--- src/rtl/branch_predictor_param.sv ---
// branch_predictor_param: direct-mapped BTB with saturating direction counters.
//   Lookup (taken/select/nxtPC) is combinational from PC; table and stats update
//   on the rising CLK edge after a br strobe, with no bypass. No backpressure.
// Ports: CLK, nRST (sync, active-low) | PC -> taken, select, nxtPC (lookup)
//        br, br_result, brPC, braddr, br_pred (resolve/update)
//        pred_cnt, mispred_cnt (saturating statistics)
// Optional feature: define BP_GSHARE_EN to XOR a global history register into
// the low index bits of both lookup and update.
module branch_predictor_param #(
  parameter int ENTRIES  = 16,
  parameter int CTR_BITS = 2,
  parameter int GHR_BITS = 4,
  parameter int STAT_W   = 16
) (
  input  logic              CLK,
  input  logic              nRST,
  input  logic [31:0]       PC,
  input  logic              br,
  input  logic              br_result,
  input  logic [31:0]       brPC,
  input  logic [31:0]       braddr,
  input  logic              br_pred,
  output logic              taken,
  output logic              select,
  output logic [31:0]       nxtPC,
  output logic [STAT_W-1:0] pred_cnt,
  output logic [STAT_W-1:0] mispred_cnt
);

  localparam int IDX   = $clog2(ENTRIES);
  localparam int TAG_W = 30 - IDX;
  localparam logic [CTR_BITS-1:0] CTR_WEAK = CTR_BITS'(1) << (CTR_BITS - 1);
  localparam logic [CTR_BITS-1:0] CTR_MAX  = '1;

  logic [ENTRIES-1:0]  valid_q;
  logic [TAG_W-1:0]    tag_q [ENTRIES];
  logic [31:0]         tgt_q [ENTRIES];
  logic [CTR_BITS-1:0] ctr_q [ENTRIES];

  logic [STAT_W-1:0]   pred_cnt_q, pred_cnt_d;
  logic [STAT_W-1:0]   mispred_cnt_q, mispred_cnt_d;

  logic [IDX-1:0]      lk_idx, up_idx;
  logic [TAG_W-1:0]    lk_tag, up_tag;
  logic                lk_hit, up_hit;
  logic [CTR_BITS-1:0] up_ctr, ctr_upd;

  // Byte-offset bits of the resolved address never affect the table.
  logic unused_bits;
  assign unused_bits = ^brPC[1:0];

  assign lk_tag = PC[31:IDX+2];
  assign up_tag = brPC[31:IDX+2];

`ifdef BP_GSHARE_EN
  logic [GHR_BITS-1:0] ghr_q, ghr_d;

  // Update uses the history as it was before this branch shifts in.
  assign lk_idx = PC[IDX+1:2]   ^ IDX'(ghr_q);
  assign up_idx = brPC[IDX+1:2] ^ IDX'(ghr_q);
  // Truncating cast drops the oldest bit; also valid when GHR_BITS == 1.
  assign ghr_d  = br ? GHR_BITS'({ghr_q, br_result}) : ghr_q;

  always_ff @(posedge CLK) begin
    if (!nRST) ghr_q <= '0;
    else       ghr_q <= ghr_d;
  end
`else
  assign lk_idx = PC[IDX+1:2];
  assign up_idx = brPC[IDX+1:2];
`endif

  // Combinational lookup
  assign lk_hit = valid_q[lk_idx] && (tag_q[lk_idx] == lk_tag);
  assign taken  = lk_hit && ctr_q[lk_idx][CTR_BITS-1];
  assign select = taken;
  assign nxtPC  = taken ? tgt_q[lk_idx] : (PC + 32'd4);

  // Update-side hit and saturating counter step
  assign up_hit = valid_q[up_idx] && (tag_q[up_idx] == up_tag);
  assign up_ctr = ctr_q[up_idx];

  always_comb begin
    ctr_upd = up_ctr;
    if (br_result) begin
      if (up_ctr != CTR_MAX) ctr_upd = up_ctr + CTR_BITS'(1);
    end else begin
      if (up_ctr != '0)      ctr_upd = up_ctr - CTR_BITS'(1);
    end
  end

  always_comb begin
    pred_cnt_d    = pred_cnt_q;
    mispred_cnt_d = mispred_cnt_q;
    if (br) begin
      if (!(&pred_cnt_q)) pred_cnt_d = pred_cnt_q + STAT_W'(1);
      if ((br_pred != br_result) && !(&mispred_cnt_q))
        mispred_cnt_d = mispred_cnt_q + STAT_W'(1);
    end
  end

  // Valid bits, counters and statistics (reset state)
  always_ff @(posedge CLK) begin
    if (!nRST) begin
      valid_q       <= '0;
      pred_cnt_q    <= '0;
      mispred_cnt_q <= '0;
      for (int i = 0; i < ENTRIES; i++) ctr_q[i] <= '0;
    end else begin
      pred_cnt_q    <= pred_cnt_d;
      mispred_cnt_q <= mispred_cnt_d;
      if (br) begin
        if (up_hit) begin
          ctr_q[up_idx] <= ctr_upd;
        end else if (br_result) begin
          valid_q[up_idx] <= 1'b1;
          ctr_q[up_idx]   <= CTR_WEAK;
        end
      end
    end
  end

  // Tags/targets carry no reset. A taken resolution writes both: on a hit
  // the tag is rewritten with its own value, on a miss it allocates.
  always_ff @(posedge CLK) begin
    if (nRST && br && br_result) begin
      tag_q[up_idx] <= up_tag;
      tgt_q[up_idx] <= braddr;
    end
  end

  assign pred_cnt    = pred_cnt_q;
  assign mispred_cnt = mispred_cnt_q;

endmodule

--- config.mk ---
export PLATFORM = sky130hd
export DESIGN_NAME = branch_predictor_param
export DESIGN_NICKNAME = d
export VERILOG_FILES = /design/src/rtl/branch_predictor_param.sv
export SDC_FILE = /design/constraint.sdc
export NUM_CORES = 1
export LEC_CHECK = 0
export BUFFER_PORTS_ARGS = -buffer_cell sky130_fd_sc_hd__buf_4
export CAP_MARGIN = 20
export CORE_AREA = 5 5 290 292
export DETAILED_ROUTE_END_ITERATION = 8
export DIE_AREA = 0 0 295 297
export PLACE_DENSITY = 0.74
export SETUP_SLACK_MARGIN = 0.05
export SLEW_MARGIN = 10
export SYNTH_ARGS = -nofsm -noshare
export SYNTH_HDL_FRONTEND = slang
export SYNTH_SLANG_ARGS = --single-unit
--- constraint.sdc ---
create_clock -name CLK -period 9.95 [get_ports CLK]
set_input_delay 0.4975 -clock CLK [delete_from_list [all_inputs] [get_ports CLK]]
set_output_delay 0.4975 -clock CLK [all_outputs]
set_load 0.005 [all_outputs]
Word-level counts from Yosys, hierarchy flattened
Memory sizes are Yosys's and may differ from the RTL's.
Cells that the tools add are included.
{"block": "classes", "mux": 26, "n_addsub": 5, "eq_ne": 4, "n_lt_le_gt_ge": 3, "bitwise": 4, "reduce_logical": 15}
{"op": "$eq 26x26->1", "count": 2}
{"op": "$add 16x1->16 const B", "count": 2}
{"op": "$add 32x3->32 const B", "count": 1}
{"op": "$mux 32", "count": 1}
{"op": "$reduce_and 16->1", "count": 2}
{"op": "$mux 1", "count": 16}
{"op": "$or 16x16->16", "count": 1}
{"op": "$lt 4x5->1 const B", "count": 2}
{"op": "$mux 2", "count": 5}
{"op": "$bmux 1 s4", "count": 2}
{"op": "$logic_and 1x1->1", "count": 7}
{"op": "$demux 1 s4", "count": 1}
{"op": "$ge 4x1->1 const B", "count": 1}
{"op": "$mux 4", "count": 1}
{"op": "$reduce_and 2->1", "count": 2}
{"op": "$reduce_and 3->1", "count": 1}
{"op": "$add 2x1->2 const B", "count": 1}
{"op": "$ne 2x2->1 const B", "count": 1}
{"op": "$not 1->1", "count": 2}
{"op": "$reduce_bool 2->1", "count": 1}
{"op": "$reduce_or 2->1", "count": 1}
{"op": "$sub 2x1->2 const B", "count": 1}
{"op": "$logic_not 1->1", "count": 1}
{"op": "$ne 1x1->1", "count": 1}
{"op": "$or 1x1->1", "count": 1}
{"block": "word_totals", "ram_bits": 960, "out_inout_bits": 66, "mem_count": 3, "regBits": 48, "in_bits": 101, "word_cells": 63}
{"memory": "tgt_q", "words": 16, "width": 32, "rd": 1, "rd_ports_with_merged_regs": 0, "wr": 1, "line": "37", "source": "logic [31:0] tgt_q [ENTRIES];"}
{"memory": "tag_q", "words": 16, "width": 26, "rd": 2, "rd_ports_with_merged_regs": 0, "wr": 1, "line": "36", "source": "logic [TAG_W-1:0] tag_q [ENTRIES];"}
{"memory": "ctr_q", "words": 16, "width": 2, "rd": 2, "rd_ports_with_merged_regs": 0, "wr": 16, "line": "38", "source": "logic [CTR_BITS-1:0] ctr_q [ENTRIES];"}

Logic depth before layout (Yosys ltp)
{"block": "logic_depth", "depth_word": 10, "ltp_mapped": 14}

Least setup slack after synthesis
OpenSTA, ideal clock, no wires.
{"block": "synth_timing", "kind": "input to register", "startpoint": "input brPC[3]", "endpoint": "memory tag_q[0][0] in the netlist's numbering (enable)", "slack_ns": 5.111, "setup_time_ns": 0.476, "arrival_ns": 4.364, "stages": 8, "path_cell_list": "buf_2 -> buf_2 -> buf_2 -> buf_2 -> buf_2 -> or2_2 -> clkbuf_1 -> nor2_1"}
{"element": "start: declaration", "line": "20", "source": "input logic [31:0] brPC,"}
{"element": "end: declaration", "line": "36"}
Straight into the memory's write port.

Final worst setup path
{"block": "layout_timing", "startpoint": "input PC[2]", "endpoint": "output nxtPC[29]"}
{"block": "layout_between", "elab_chain_cells": 5, "word_cells_on_any_way": 10}
{"element": "start: declaration", "line": "17", "source": "input logic [31:0] PC,"}
{"element": "$mem_v2 16x26 or $bmux 1 s4 (tied branches)"}
{"element": "$eq 26x26->1 or $mux 1 (tied branches)", "line": "74", "source": "assign lk_hit = valid_q[lk_idx] && (tag_q[lk_idx] == lk_tag);"}
{"element": "$logic_and 1x1->1", "line": "74"}
{"element": "$logic_and 1x1->1", "line": "75", "source": "assign taken = lk_hit && ctr_q[lk_idx][CTR_BITS-1];"}
{"element": "$mux 32 (*)", "line": "77", "source": "assign nxtPC = taken ? tgt_q[lk_idx] : (PC + 32'd4);"}
{"element": "end: declaration", "line": "25", "source": "output logic [31:0] nxtPC,"}
Mark *: on every way between the ends. The rest lies on a longest branch, timed or not. The select of a mux whose other input is x is not followed.

==> impl_table.tex <==
\begin{tabular}{lr}
\hline
Metric & Value \\
\hline
\multicolumn{2}{l}{\textbf{Status}} \\
\quad Result of the run & finished, final reports clean \\
\multicolumn{2}{l}{\textbf{Clocking}} \\
\quad CTS root buf & sky130\_fd\_sc\_hd\_\_clkbuf\_16 \\
\quad Clock buffer depth & 3 \\
\quad Clock-pin transition on the worst setup and hold timing paths & 0.06 ns \\
\quad Clock buffers created by TritonCTS & 103 \\
\quad Sinks on Clock Net & 1008 \\
\quad Worst skew pair latency & 0.70 ns \\
\quad Depth of the CTS H-tree & 3 \\
\quad Cts hold-fix bufs & 0 \\
\quad PostCTS Resize Cnt & 0 \\
\quad Clock tree from TritonCTS & yes \\
\quad Setup fix buffers added after clock tree synthesis & 0 \\
\multicolumn{2}{l}{\textbf{Setup path}} \\
\quad Cell chain of the critical path & buf\_8, buf\_12, mux4\_2, mux4\_2, xnor2\_1, nand4\_1, nor3\_1, and4\_2, buf\_4, mux2\_1, buf\_4 \\
\quad Nature of the critical path endpoint & primary output \\
\quad CP peak stage delay & 0.65 ns \\
\quad Count of cells along the worst register-to-register path & 8 \\
\quad Critical Path AT & 5.34 ns \\
\quad CP Buf/Inv Count & 4 \\
\quad Kind of cell with the highest combined delay on the critical path & buffers and inverters \\
\quad CP Class & primary input to primary output \\
\quad Element type at the critical path start & primary input \\
\quad CP Data Required Time & 9.45 ns \\
\quad Largest fanout of any net on the critical path & 88 \\
\quad Highest-delay cell along the critical path & sky130\_fd\_sc\_hd\_\_buf\_12 \\
\quad Number of gates on the worst path with buffers counted & 11 \\
\multicolumn{2}{l}{\textbf{Logic synthesis}} \\
\quad Register bit total from synthesis & 1008 \\
\quad Post-synth top flop & sky130\_fd\_sc\_hd\_\_edfxtp\_1 \\
\quad Share of synthesized registers carrying an async set or reset & 0 \\
\quad Fraction of the mapped netlist area in compound gates & 0.0258 \\
\quad Mapped cell area & 44100 um\^{}2 \\
\quad Per-instance average area after synthesis & 19.5 um\^{}2 \\
\quad Synthesized-area fraction occupied by adder cells & 0.00111 \\
\quad Largest family of logic cells by synthesized area & multiplexers \\
\quad Syn\_nets & 2367 \\
\quad Count of flip-flops with a built-in enable after synthesis & 960 \\
\quad Sequential-to-total area share from yosys stat & 0.675 \\
\quad Cell count after synthesis & 2263 \\
\quad XOR/XNOR Fraction of Synth Area & 0.0212 \\
\quad Syn. warnings & 0 \\
\quad Proportion of synthesized area in mux cells & 0.222 \\
\quad Synth unique cells & 66 \\
\quad Post-synthesis share of cell area spent on and, or, nand and nor gates & 0.0362 \\
\multicolumn{2}{l}{\textbf{Routing}} \\
\quad WL/cell & 32.1 um \\
\quad DR WL met2 & 56800 um \\
\quad Number of design rule violations left after detail routing & 0 \\
\quad WL met1 & 43300 um \\
\quad Top metal layer carrying routed signals & met5 \\
\quad Met3 WL post-DR & 11600 um \\
\quad ANT nets after route & 0 \\
\quad Detailed Routing Iterations Pass 1 & 5 \\
\quad Via total after detailed routing & 24339 \\
\quad Vias per cell & 6.78 \\
\quad Iter 0 DRT Violations & 3076 \\
\quad Total wirelength of the detailed-routed design & 115000 um \\
\multicolumn{2}{l}{\textbf{Power}} \\
\quad Largest voltage drop on the vdd net & 0.154 mV \\
\quad Static Leakage & 16.0 nW \\
\quad Power Density & 184 nW/um\^{}2 \\
\multicolumn{2}{l}{\textbf{STA}} \\
\quad Clk\_skew & 0.0718 ns \\
\quad Final slew viol count & 0 \\
\quad Final worst path period share & 0.587 \\
\quad Pin slew with the least headroom to its limit & 1.12 ns \\
\quad Unrepaired setup endpoints after global routing & false \\
\quad Max Fclk & 0.171 GHz \\
\quad Setup TNS & 0 ns \\
\quad Min cycle time layout & 5.84 ns \\
\quad Hold Fails Final Rpt & 0 \\
\quad Worst slew margin relative to its limit & 0.251 \\
\quad \# setup viols final & 0 \\
\multicolumn{2}{l}{\textbf{Global routing}} \\
\quad Vias in the first global route & 24483 \\
\quad Leftover overflow at the end of global routing & 0 \\
\quad Global router's overall resource usage & 0.259 \\
\quad Pin count of the biggest net entering global routing & 127 \\
\quad Antenna violations before repair & 11 \\
\quad Wire length of the first global-routing pass & 166000 um \\
\multicolumn{2}{l}{\textbf{Die}} \\
\quad I/O pin count & 167 \\
\quad Row cnt & 105 \\
\quad Effective utilization at floorplan & 0.543 \\
\quad Die extent in x & 295 um \\
\quad DIE AREA & 87600 um\^{}2 \\
\quad Die Y-Extent & 297 um \\
\quad CORE AREA & 81300 um\^{}2 \\
\multicolumn{2}{l}{\textbf{Cells and area}} \\
\quad Filler cells & 5608 \\
\quad Most used cells in the layout excluding fill and tap cells & 960 x sky130\_fd\_sc\_hd\_\_edfxtp\_1, 368 x sky130\_fd\_sc\_hd\_\_mux4\_2, 198 x sky130\_fd\_sc\_hd\_\_buf\_4 \\
\quad Share of post-route cells with drive strength above 1 & 0.314 \\
\quad Layout net count & 2529 \\
\quad Most common library cell in the layout ignoring fill and taps & sky130\_fd\_sc\_hd\_\_edfxtp\_1 \\
\quad Layout overhead on the synthesized area & 12.9\% \\
\quad Final cell utilization of the core & 0.613 \\
\quad Non-filler instance count after layout & 3592 \\
\multicolumn{2}{l}{\textbf{Worst hold path}} \\
\quad Kind of path behind the tightest hold check & primary input to register \\
\quad Worst hold path depth & 1 \\
\multicolumn{2}{l}{\textbf{Placed design}} \\
\quad Routability cong. & 0.830 \\
\quad Cells after DPL & 3389 \\
\quad Post-DP HPWL & 65000 um \\
\quad Port Buffers & 164 \\
\multicolumn{2}{l}{\textbf{Flow run}} \\
\quad Number of max-capacitance violations reported & 0 \\
\hline
\end{tabular}
cell type report:
cell class	count	area (um^2)	share of cell area
Timing Repair Buffer	203	1570	0.0315
Inverter	19	73.8	0.00148
Clock inverter	63	694	0.0139
Multi-Input combinational cell	1090	13700	0.274
Antenna cell	8	20.0	0.000402
Sequential cell	1008	29800	0.598
Clock buffer	131	2680	0.0538
Tap cell	1070	1340	0.0269
path summary, 6_finish.rpt:
check / from / to / slack (ns)
max: PC[2] / nxtPC[29] / 4.11
min: braddr[17] / tgt_q[5][17] / 0.1
max reg2reg: tag_q[5][25] / ctr_q[5][1] / 6.10
min reg2reg: pred_cnt[1] / pred_cnt[1] / 0.50
worst register-to-register path: cells and delay by family, from the launching register on:
family | cells | cell delay, ns
simple gates | 1 | 0.16
mux | 2 | 0.80
compound gates | 5 | 2.09
flops | 1 | 0.40
state kept, by name, indices dropped and copies added (netlist names):
register	flops
tgt_q	512
valid_q	16
mispred_cnt	16
pred_cnt	16
ctr_q	32
tag_q	416
synthesized netlist by cell type (all sizes together), types with 18 or more instances:
library cell,n,area (um^2)
edfxtp,960,28800
nor2,61,229
nand2,70,263
a22o,20,175
buf,81,488
nand3,54,270
nand4,23,180
dfxtp,48,961
xor2,36,315
mux2i,110,1100
xnor2,71,622
a21oi,20,100
clkbuf,65,244
mux4,368,8290
a22oi,28,210
nor3,24,170
inv,18,67.6
mux2,37,417
o21ai,36,180
power by group:
| part | switching [mW] | internal (mW) |
|---|---|---|
| Combinational | 0.359 | 0.270 |
| Sequential | 0.0145 | 4.68 |
| Clock | 1.64 | 2.19 |
per-stage QoR:
step | hold WS, ns | total power, mW | setup WS (ns) | instance area [um^2]
after floorplan | 0.467 | 5.17 | 5.11 | 44100
after global placement | 0.485 | 5.39 | 4.18 | 46400
after detailed placement | 0.485 | 5.40 | 4.19 | 46400
after CTS | 0.0626 | 9.19 | 4.16 | 49800
after global routing | 0.0791 | 9.41 | 3.78 | 49800
final | 0.0982 | 9.15 | 4.11 | 49800
metal layers:
metal,GRT usage,vias up
met5,0,-
met4,0.0763,10
met3,0.0576,248
met2,0.419,1492
met1,0.360,12769
li1,-,9820
cells by family (layout without fill, tap and decap cells):
group	count (synthesis)	in the layout
compound gates	161	161
buf+inv	165	416
fa+ha+maj	4	4
flops	1008	1008
mux	515	515
xor+xnor	107	107
other cells	0	8
simple gates	303	303
Power figures use the tool's default switching activity.
